`src/rtl/traffic_light_pkg.sv`:
```
// Shared types and helpers for the traffic-light safety monitor.
// Lamp/sample vectors are packed as {green, yellow, red}.
package traffic_light_pkg;

  typedef enum logic [1:0] {
    PH_GREEN,
    PH_YELLOW,
    PH_RED
  } phase_t;

  typedef enum logic [1:0] {
    MS_INIT,
    MS_PASS,
    MS_FAULT
  } mon_state_t;

  localparam logic [1:0] FC_NONE     = 2'd0;
  localparam logic [1:0] FC_ILLEGAL  = 2'd1;
  localparam logic [1:0] FC_SEQUENCE = 2'd2;
  localparam logic [1:0] FC_DWELL    = 2'd3;

  localparam logic [2:0] LAMPS_GREEN  = 3'b100;
  localparam logic [2:0] LAMPS_YELLOW = 3'b010;
  localparam logic [2:0] LAMPS_RED    = 3'b001;

  function automatic phase_t next_phase(input phase_t p);
    case (p)
      PH_GREEN:  return PH_YELLOW;
      PH_YELLOW: return PH_RED;
      default:   return PH_GREEN;
    endcase
  endfunction

  // Only meaningful for one-hot input; anything else decodes to red.
  function automatic phase_t lamps_to_phase(input logic [2:0] lamps);
    case (lamps)
      LAMPS_GREEN:  return PH_GREEN;
      LAMPS_YELLOW: return PH_YELLOW;
      default:      return PH_RED;
    endcase
  endfunction

endpackage

```
`src/rtl/light_blink_gen.sv`:
```
// Fail-safe flash generator: BLINK_HALF cycles on, BLINK_HALF cycles off.
// While disabled it parks at the start of an on-half so every enable begins lit.
module light_blink_gen #(
  parameter int CNT_W      = 8,
  parameter int BLINK_HALF = 8
) (
  input  logic clk,
  input  logic rst,
  input  logic enable,
  output logic blink
);

  localparam logic [CNT_W-1:0] HALF_LAST = CNT_W'(BLINK_HALF - 1);

  logic [CNT_W-1:0] cnt_q, cnt_d;
  logic             on_q, on_d;

  always_comb begin
    cnt_d = cnt_q;
    on_d  = on_q;
    if (!enable) begin
      cnt_d = '0;
      on_d  = 1'b1;
    end else if (cnt_q == HALF_LAST) begin
      cnt_d = '0;
      on_d  = ~on_q;
    end else begin
      cnt_d = cnt_q + 1'b1;
    end
  end

  always_ff @(posedge clk) begin
    if (rst) begin
      cnt_q <= '0;
      on_q  <= 1'b1;
    end else begin
      cnt_q <= cnt_d;
      on_q  <= on_d;
    end
  end

  assign blink = on_q;

endmodule

```
`src/rtl/traffic_light_monitor.sv`:
```
// Lamp pass-through with legality, order and minimum-dwell checking; any
// violation latches a fault code and switches the lamps to flashing red.
module traffic_light_monitor
  import traffic_light_pkg::*;
#(
  parameter int MIN_GREEN  = 4,
  parameter int MIN_YELLOW = 2,
  parameter int MIN_RED    = 6,
  parameter int BLINK_HALF = 8,
  parameter int CNT_W      = 8
) (
  input  logic       clk,
  input  logic       rst,
  input  logic       green_in,
  input  logic       yellow_in,
  input  logic       red_in,
  input  logic       fault_clr,
  output logic       lamp_green,
  output logic       lamp_yellow,
  output logic       lamp_red,
  output logic       fault,
  output logic [1:0] fault_code
);

  localparam logic [CNT_W-1:0] DWELL_ONE = CNT_W'(1);
  localparam logic [CNT_W-1:0] DWELL_MAX = '1;
  localparam logic [CNT_W-1:0] MIN_G_C   = CNT_W'(MIN_GREEN);
  localparam logic [CNT_W-1:0] MIN_Y_C   = CNT_W'(MIN_YELLOW);
  localparam logic [CNT_W-1:0] MIN_R_C   = CNT_W'(MIN_RED);

  function automatic logic [CNT_W-1:0] min_dwell(input phase_t p);
    case (p)
      PH_GREEN:  return MIN_G_C;
      PH_YELLOW: return MIN_Y_C;
      default:   return MIN_R_C;
    endcase
  endfunction

  logic [2:0]       samp_q;
  mon_state_t       state_q, state_d;
  phase_t           phase_q, phase_d;
  logic [CNT_W-1:0] dwell_q, dwell_d;
  logic             first_q, first_d;
  logic [2:0]       lamps_q, lamps_d;
  logic [1:0]       code_q, code_d;

  phase_t           samp_phase;
  logic             samp_onehot;
  logic             blink_en;
  logic             blink;

  assign samp_phase  = lamps_to_phase(samp_q);
  assign samp_onehot = $onehot(samp_q);

  // Stage 1: input capture. Stage 2: checks on the captured pattern.
  always_ff @(posedge clk) begin
    if (rst) begin
      samp_q  <= '0;
      state_q <= MS_INIT;
      phase_q <= PH_RED;
      dwell_q <= '0;
      first_q <= 1'b1;
      lamps_q <= LAMPS_RED;
      code_q  <= FC_NONE;
    end else begin
      samp_q  <= {green_in, yellow_in, red_in};
      state_q <= state_d;
      phase_q <= phase_d;
      dwell_q <= dwell_d;
      first_q <= first_d;
      lamps_q <= lamps_d;
      code_q  <= code_d;
    end
  end

  always_comb begin
    state_d = state_q;
    phase_d = phase_q;
    dwell_d = dwell_q;
    first_d = first_q;
    lamps_d = lamps_q;
    code_d  = code_q;
    case (state_q)
      MS_INIT: begin
        if (samp_q == LAMPS_RED) begin
          state_d = MS_PASS;
          phase_d = PH_RED;
          dwell_d = DWELL_ONE;
          first_d = 1'b1;
          lamps_d = LAMPS_RED;
        end
      end
      MS_PASS: begin
        if (!samp_onehot) begin
          state_d = MS_FAULT;
          code_d  = FC_ILLEGAL;
        end else if (samp_phase == phase_q) begin
          if (dwell_q != DWELL_MAX) dwell_d = dwell_q + 1'b1;
          lamps_d = samp_q;
        end else if (samp_phase != next_phase(phase_q)) begin
          state_d = MS_FAULT;
          code_d  = FC_SEQUENCE;
        end else if (!first_q && (dwell_q < min_dwell(phase_q))) begin
          // The very first red after INIT has an unknown start, so it is exempt.
          state_d = MS_FAULT;
          code_d  = FC_DWELL;
        end else begin
          phase_d = samp_phase;
          dwell_d = DWELL_ONE;
          first_d = 1'b0;
          lamps_d = samp_q;
        end
      end
      MS_FAULT: begin
        if (fault_clr) begin
          state_d = MS_INIT;
          code_d  = FC_NONE;
        end
      end
      default: begin
        state_d = MS_INIT;
        code_d  = FC_NONE;
      end
    endcase
  end

  assign blink_en = (state_q == MS_FAULT);

  light_blink_gen #(
    .CNT_W     (CNT_W),
    .BLINK_HALF(BLINK_HALF)
  ) u_blink (
    .clk   (clk),
    .rst   (rst),
    .enable(blink_en),
    .blink (blink)
  );

  // Lamps are selected from registered state only, never from raw inputs.
  always_comb begin
    lamp_green  = 1'b0;
    lamp_yellow = 1'b0;
    lamp_red    = 1'b1;
    case (state_q)
      MS_PASS:  {lamp_green, lamp_yellow, lamp_red} = lamps_q;
      MS_FAULT: lamp_red = blink;
      default:  ;
    endcase
  end

  assign fault      = (state_q == MS_FAULT);
  assign fault_code = code_q;

endmodule

```
`config.mk`:
```
export PLATFORM = sky130hd
export DESIGN_NAME = traffic_light_monitor
export DESIGN_NICKNAME = d
export VERILOG_FILES = /design/src/rtl/traffic_light_pkg.sv /design/src/rtl/light_blink_gen.sv /design/src/rtl/traffic_light_monitor.sv
export SDC_FILE = /design/constraint.sdc
export NUM_CORES = 1
export LEC_CHECK = 0
export ABC_AREA = 1
export BUFFER_PORTS_ARGS = -buffer_cell sky130_fd_sc_hd__buf_4
export CELL_PAD_IN_SITES_DETAIL_PLACEMENT = 0
export CELL_PAD_IN_SITES_GLOBAL_PLACEMENT = 1
export CORE_MARGIN = 2
export CORE_UTILIZATION = 45
export DETAILED_ROUTE_END_ITERATION = 6
export PLACE_DENSITY = 0.79
export SETUP_SLACK_MARGIN = 0.1
export SLEW_MARGIN = 20
export SYNTH_ARGS = -nofsm -noshare
export SYNTH_HDL_FRONTEND = slang
export SYNTH_SLANG_ARGS = --single-unit
```
`constraint.sdc`:
```
create_clock -name clk -period 4.1 [get_ports clk]
set_input_delay 0.205 -clock clk [delete_from_list [all_inputs] [get_ports clk]]
set_output_delay 0.205 -clock clk [all_outputs]
set_load 0.005 [all_outputs]
```
Yosys cells after proc, flatten, opt, wreduce, memory -nomap -nowiden
Cells that the tools add are included.
{"block": "classes", "addsub": 4, "n_eq_ne": 22, "n_lt_le_gt_ge": 1, "muxes": 50, "n_bitwise": 3, "reduce_logical": 12}
{"cell": "8-bit 2-to-1 mux", "count": 10}
{"cell": "2-bit 2-to-1 mux", "count": 18}
{"cell": "8-bit by 1-bit adder with 8-bit output, second input constant", "count": 2}
{"cell": "8-bit case mux with 2 select lines", "count": 1}
{"cell": "3-bit 2-to-1 mux", "count": 5}
{"cell": "2-bit inequality test, second input constant", "count": 6}
{"cell": "3-bit inequality test, second input constant", "count": 4}
{"cell": "2-bit case mux with 2 select lines", "count": 3}
{"cell": "2-bit case mux with 3 select lines", "count": 2}
{"cell": "3-bit case mux with 2 select lines", "count": 2}
{"cell": "6-bit AND reduction", "count": 2}
{"cell": "8-bit by 3-bit equality test with 1-bit output, second input constant", "count": 1}
{"cell": "8-bit < comparator", "count": 1}
{"cell": "8-bit inequality test, second input constant", "count": 1}
{"cell": "4-bit AND reduction", "count": 2}
{"cell": "1-bit 2-to-1 mux", "count": 7}
{"cell": "2-bit by 1-bit equality test with 1-bit output, second input constant", "count": 3}
{"cell": "5-bit AND reduction", "count": 1}
{"cell": "2-bit logical NOT", "count": 2}
{"cell": "4-bit inequality test, second input constant", "count": 1}
{"cell": "1-bit case mux with 2 select lines", "count": 2}
{"cell": "3-bit by 1-bit equality test with 1-bit output, second input constant", "count": 1}
{"cell": "3-bit by 2-bit equality test with 1-bit output, second input constant", "count": 1}
{"cell": "3-bit equality test, second input constant", "count": 1}
{"cell": "11 further kinds", "count": 13}
{"block": "totals", "register_bits": 30}

Longest topological paths before layout
{"block": "depth", "depth_word": 18, "mapped_depth": 14}

By module
Synthesis repeated with hierarchy kept, for this count alone.
{"block": "unflattened", "hier_cells": 279, "hier_area_um2": 1948.1}
{"mod": "traffic_light_monitor", "seq_area_each_um2": 420.4, "area_per_inst_um2": 1522.7, "cells_per_inst": 217, "n_inst": 1}
{"mod": "light_blink_gen", "seq_area_each_um2": 180.2, "area_per_inst_um2": 425.4, "cells_per_inst": 62, "n_inst": 1}

Worst setup path before layout
Ideal clock, no wire load.
{"block": "synth_path", "kind": "reg2reg", "startpoint": "reg samp_q[0]", "endpoint": "reg phase_q[0]", "stages_incl_launch_ff": 10, "path_buffers": 0, "arrival_ns": 1.815, "setup_slack_ns": 2.169, "period_less_slack_ns": 1.931, "setup_time_ns": 0.116, "path_cell_list": "dfxtp_1 > inv_1 > fa_1 > nor2_1 > o21ai_0 > nor2_1 > nand3_1 > o21ai_0 > o21ai_0 > nor2_1"}
{"block": "synth_via", "elab_chain_len": 7, "word_cells_on_any_way": 19}
{"element": "start: declaration", "line": "traffic_light_monitor.sv:39", "rtl": "logic [2:0] samp_q;"}
{"element": "start signal: assignment", "line": "traffic_light_monitor.sv:66", "rtl": "samp_q <= {green_in, yellow_in, red_in};"}
{"element": "3-bit by 2-bit equality test with 1-bit output or 3-bit equality test (tied branches)", "line": "traffic_light_pkg.sv:36", "rtl": "case (lamps)"}
{"element": "2-bit case mux with 2 select lines", "line": "traffic_light_pkg.sv:36"}
{"element": "2-bit 2-to-1 mux", "line": "traffic_light_monitor.sv:103", "rtl": "end else if (!first_q && (dwell_q < min_dwell(phase_q))) begin"}
{"element": "2-bit 2-to-1 mux", "line": "traffic_light_monitor.sv:100", "rtl": "end else if (samp_phase != next_phase(phase_q)) begin"}
{"element": "2-bit 2-to-1 mux", "line": "traffic_light_monitor.sv:97", "rtl": "end else if (samp_phase == phase_q) begin"}
{"element": "2-bit 2-to-1 mux", "line": "traffic_light_monitor.sv:94", "rtl": "if (!samp_onehot) begin"}
{"element": "2-bit case mux with 2 select lines", "line": "traffic_light_monitor.sv:83", "rtl": "case (state_q)"}
{"element": "end signal: assignment", "line": "traffic_light_monitor.sv:68", "rtl": "phase_q <= phase_d;"}
{"element": "end: declaration", "line": "traffic_light_monitor.sv:41", "rtl": "phase_t phase_q, phase_d;"}
Several ways; a longest one is shown, not always the timed one. The select of a mux whose other input is x is not followed.
A chain may end at the register's enable or synchronous reset.

Worst setup path after layout
{"block": "layout_path", "startpoint": "reg state_q[1]", "endpoint": "reg phase_q[0]"}
{"block": "layout_via", "elab_chain_len": 3, "word_cells_on_any_way": 10}
{"element": "start: declaration", "line": "traffic_light_monitor.sv:40", "rtl": "mon_state_t state_q, state_d;"}
{"element": "start signal: assignment", "line": "traffic_light_monitor.sv:67", "rtl": "state_q <= state_d;"}
{"element": "2-bit by 1-bit equality test with 1-bit output or 2-bit logical NOT (tied branches)", "line": "traffic_light_monitor.sv:83"}
{"element": "2-bit inequality test (no line) or 2-bit nonzero test (tied branches)"}
{"element": "6-bit AND reduction (no line)"}
Several ways; a longest one is shown, not always the timed one.

==> impl_metrics.tcl <==
set metrics [dict create \
    mostFrequentLayoutCells "nand2_1, nor2_1, inv_1, dfxtp_1, o21ai_0" \
    netlist_instances 261 \
    ys.flop_type "dfxtp_1" \
    finClkSkew_ns 0.00755 \
    relSlewSlack 0.672 \
    ant_nets 0 \
    path_cells "inv_1, ha_1, inv_1, o21ai_0, nor2_1, nand3_1, o21ai_0, o21ai_0, nor2_1" \
    numCtsBuffers 5 \
    cts_tree "done" \
    setup_viol 0 \
    htree_levels 2 \
    diodes 0 \
    die-area_um2 4380 \
    coreArea_um2 3690 \
    postRouteWirelength_mm 3.62 \
    slowest_stage "o21ai_0" \
    crit_start "state_q[1]" \
    hp-class "in2reg" \
    clock_latency_ns 0.29 \
    drc 0 \
    syn_avg_cell_area_um2 6.67 \
    multi_input_area_um2 950 \
    status "completed" \
    clk_pin_slew_ns 0.07 \
    cp-start-kind "flop" \
    grt_max_degree 16 \
    yosys_warnings 0 \
    max_stage_delay_ns 0.42 \
    worst-path-max-fanout 12 \
    dieWidth_um 66.2 \
    path_common_cell "o21ai_0" \
    worstHoldPathCells 3 \
    globalplace.congestion 0.771 \
    synthToLayoutAreaGrowth_pct 14.4 \
    worstSetupEndpointType "flop" \
    first_pass_iters 4 \
    fin_nets 289 \
    p_leak_nw 0.920 \
    place_area_um2 1850 \
    rr_worst_depth 9 \
    grt_overflow_total 0 \
    period_needed_ns 2.18 \
    max_cap_viol_count 0 \
    period_share 0.533 \
    fillers 383 \
    detailroute.via_count 1570 \
    critical_path_arrival_ns 2.37 \
    worst_ep_required_time_ns 4.29 \
    syn-cell-area_um2 1740 \
    drt-initial-drc-count 88 \
    dp_hpwl_mm 2.70 \
    tightest_slew_ns 0.487 \
    holdWs_ns 0.119 \
    ir_drop_v 0.000402 \
    r2r-start "state_q[1]" \
    antenna_found_initial 0 \
    cts_resized 0 \
    wl_per_cell_um 11.2 \
    cts.sinks 30 \
    hold_violations 0 \
    ios 12 \
    viasPerCell 4.85 \
    hold_buffers 0 \
    power_density_nw_per_um2 643 \
    syn_nets 275 \
    drive_above_1_share 0.116 \
    timing.setup.tns_ns 0 \
    start_util 0.472 \
    synth_edf_count 0 \
    grt_pass1_wl_mm 6.50 \
    io_buffers 11 \
    track_usage 0.195 \
    yosysSeqAreaShare 0.345 \
    cts-root-buf "clkbuf_8" \
    synthArstFlopShare 0 \
    crit_type "reg2reg" \
    final_common_cell "nand2_1" \
    maxSlewViolCount 0 \
    synth-seq-cells 30 \
    fmax_ghz 0.458 \
    regArea_um2 601 \
    holdCritStartpoint "yellow_in" \
    cts_setup_buffers 0 \
    stdcell_area_um2 1990 \
    rows 22 \
    rsz0062_at_grt "no" \
    die_h_um 66.2 \
    grt_pass1_vias 1448 \
    clk_path_buf_depth 2 \
    synth.distinct_cells 30 \
]
-- power by group --
part | internal [mW] | total (mW) | switching [mW]
registers | 0.361 | 0.417 | 0.0553
clock network | 0.259 | 0.379 | 0.120
logic | 0.177 | 0.486 | 0.308
total | 0.798 | 1.28 | 0.484
-- critical path: cells and delay by family (launching register included) --
| kind | cells | cell delay (ns) |
|---|---|---|
| AOI/OAI and AO/OA | 3 | 0.78 |
| buffers and inverters | 2 | 0.35 |
| adders and majority gates | 1 | 0.41 |
| and+or+nand+nor | 3 | 0.23 |
| DFF | 1 | 0.32 |
-- stage by stage --
stage | cells | total power, mW | utilization | setup slack [ns]
after detailed placement | 316 | 0.910 | 0.502 | 1.93
after global routing | 324 | 1.40 | 0.540 | 1.65
after global placement | 316 | 0.912 | 0.502 | 1.98
after floorplan | 261 | 0.801 | - | 2.17
after CTS | 324 | 1.29 | 0.540 | 1.92
final | 324 | 1.28 | 0.540 | 1.92
-- cells by family (layout without fill, tap and decap cells) --
family	Yosys count	count (layout)	synth area share
buffers and inverters	46	61	0.110
DFF	30	30	0.345
and+or+nand+nor	148	148	0.383
xor gates and xnor gates	1	1	0.00503
adders and majority gates	8	8	0.0618
AOI/OAI and AO/OA	28	28	0.0956
-- cell type report --
cell class / count / share of cell area
Multi-Input combinational cell: 185 / 0.476
Clock buffer: 6 / 0.0414
Timing Repair Buffer: 11 / 0.0414
Sequential cell: 30 / 0.301
Clock inverter: 2 / 0.0301
Tap cell: 48 / 0.0301
Inverter: 42 / 0.0791
-- cells in the mapped netlist (all sizes together) (3+ instances only) --
cell type	instances	area (µm²)
nand2	69	272
nor2	49	191
inv	42	158
dfxtp	30	601
nand3	13	92.6
o21ai	12	60.1
a21oi	9	56.3
ha	7	87.6
nand4	5	37.5
nor3	5	25.0
nor3b	4	30.0
nor4	3	18.8
-- sequential cells by signal (all words and copies together), names as in the netlist --
signal         cells
dwell_q            8
u_blink.cnt_q      8
lamps_q            3
samp_q             3
fault_code         2
phase_q            2
state_q            2
first_q            1
u_blink.blink      1
-- layer usage --
layer | GRT usage | vias up | wire, µm
met5 | 0 | - | 0
li1 | - | 843 | -
met4 | 0.0765 | 0 | 79
met2 | 0.289 | 28 | 1510
met3 | 0.0664 | 7 | 189
met1 | 0.259 | 692 | 1840
-- path summary, 6_finish.rpt --
check	endpoint	slack [ns]
max	phase_q[0]	1.92
min	samp_q[1]	0.12
max reg2reg	phase_q[0]	1.92
min reg2reg	u_blink.cnt_q[0]	0.45
Power figures use the tool's default switching activity.
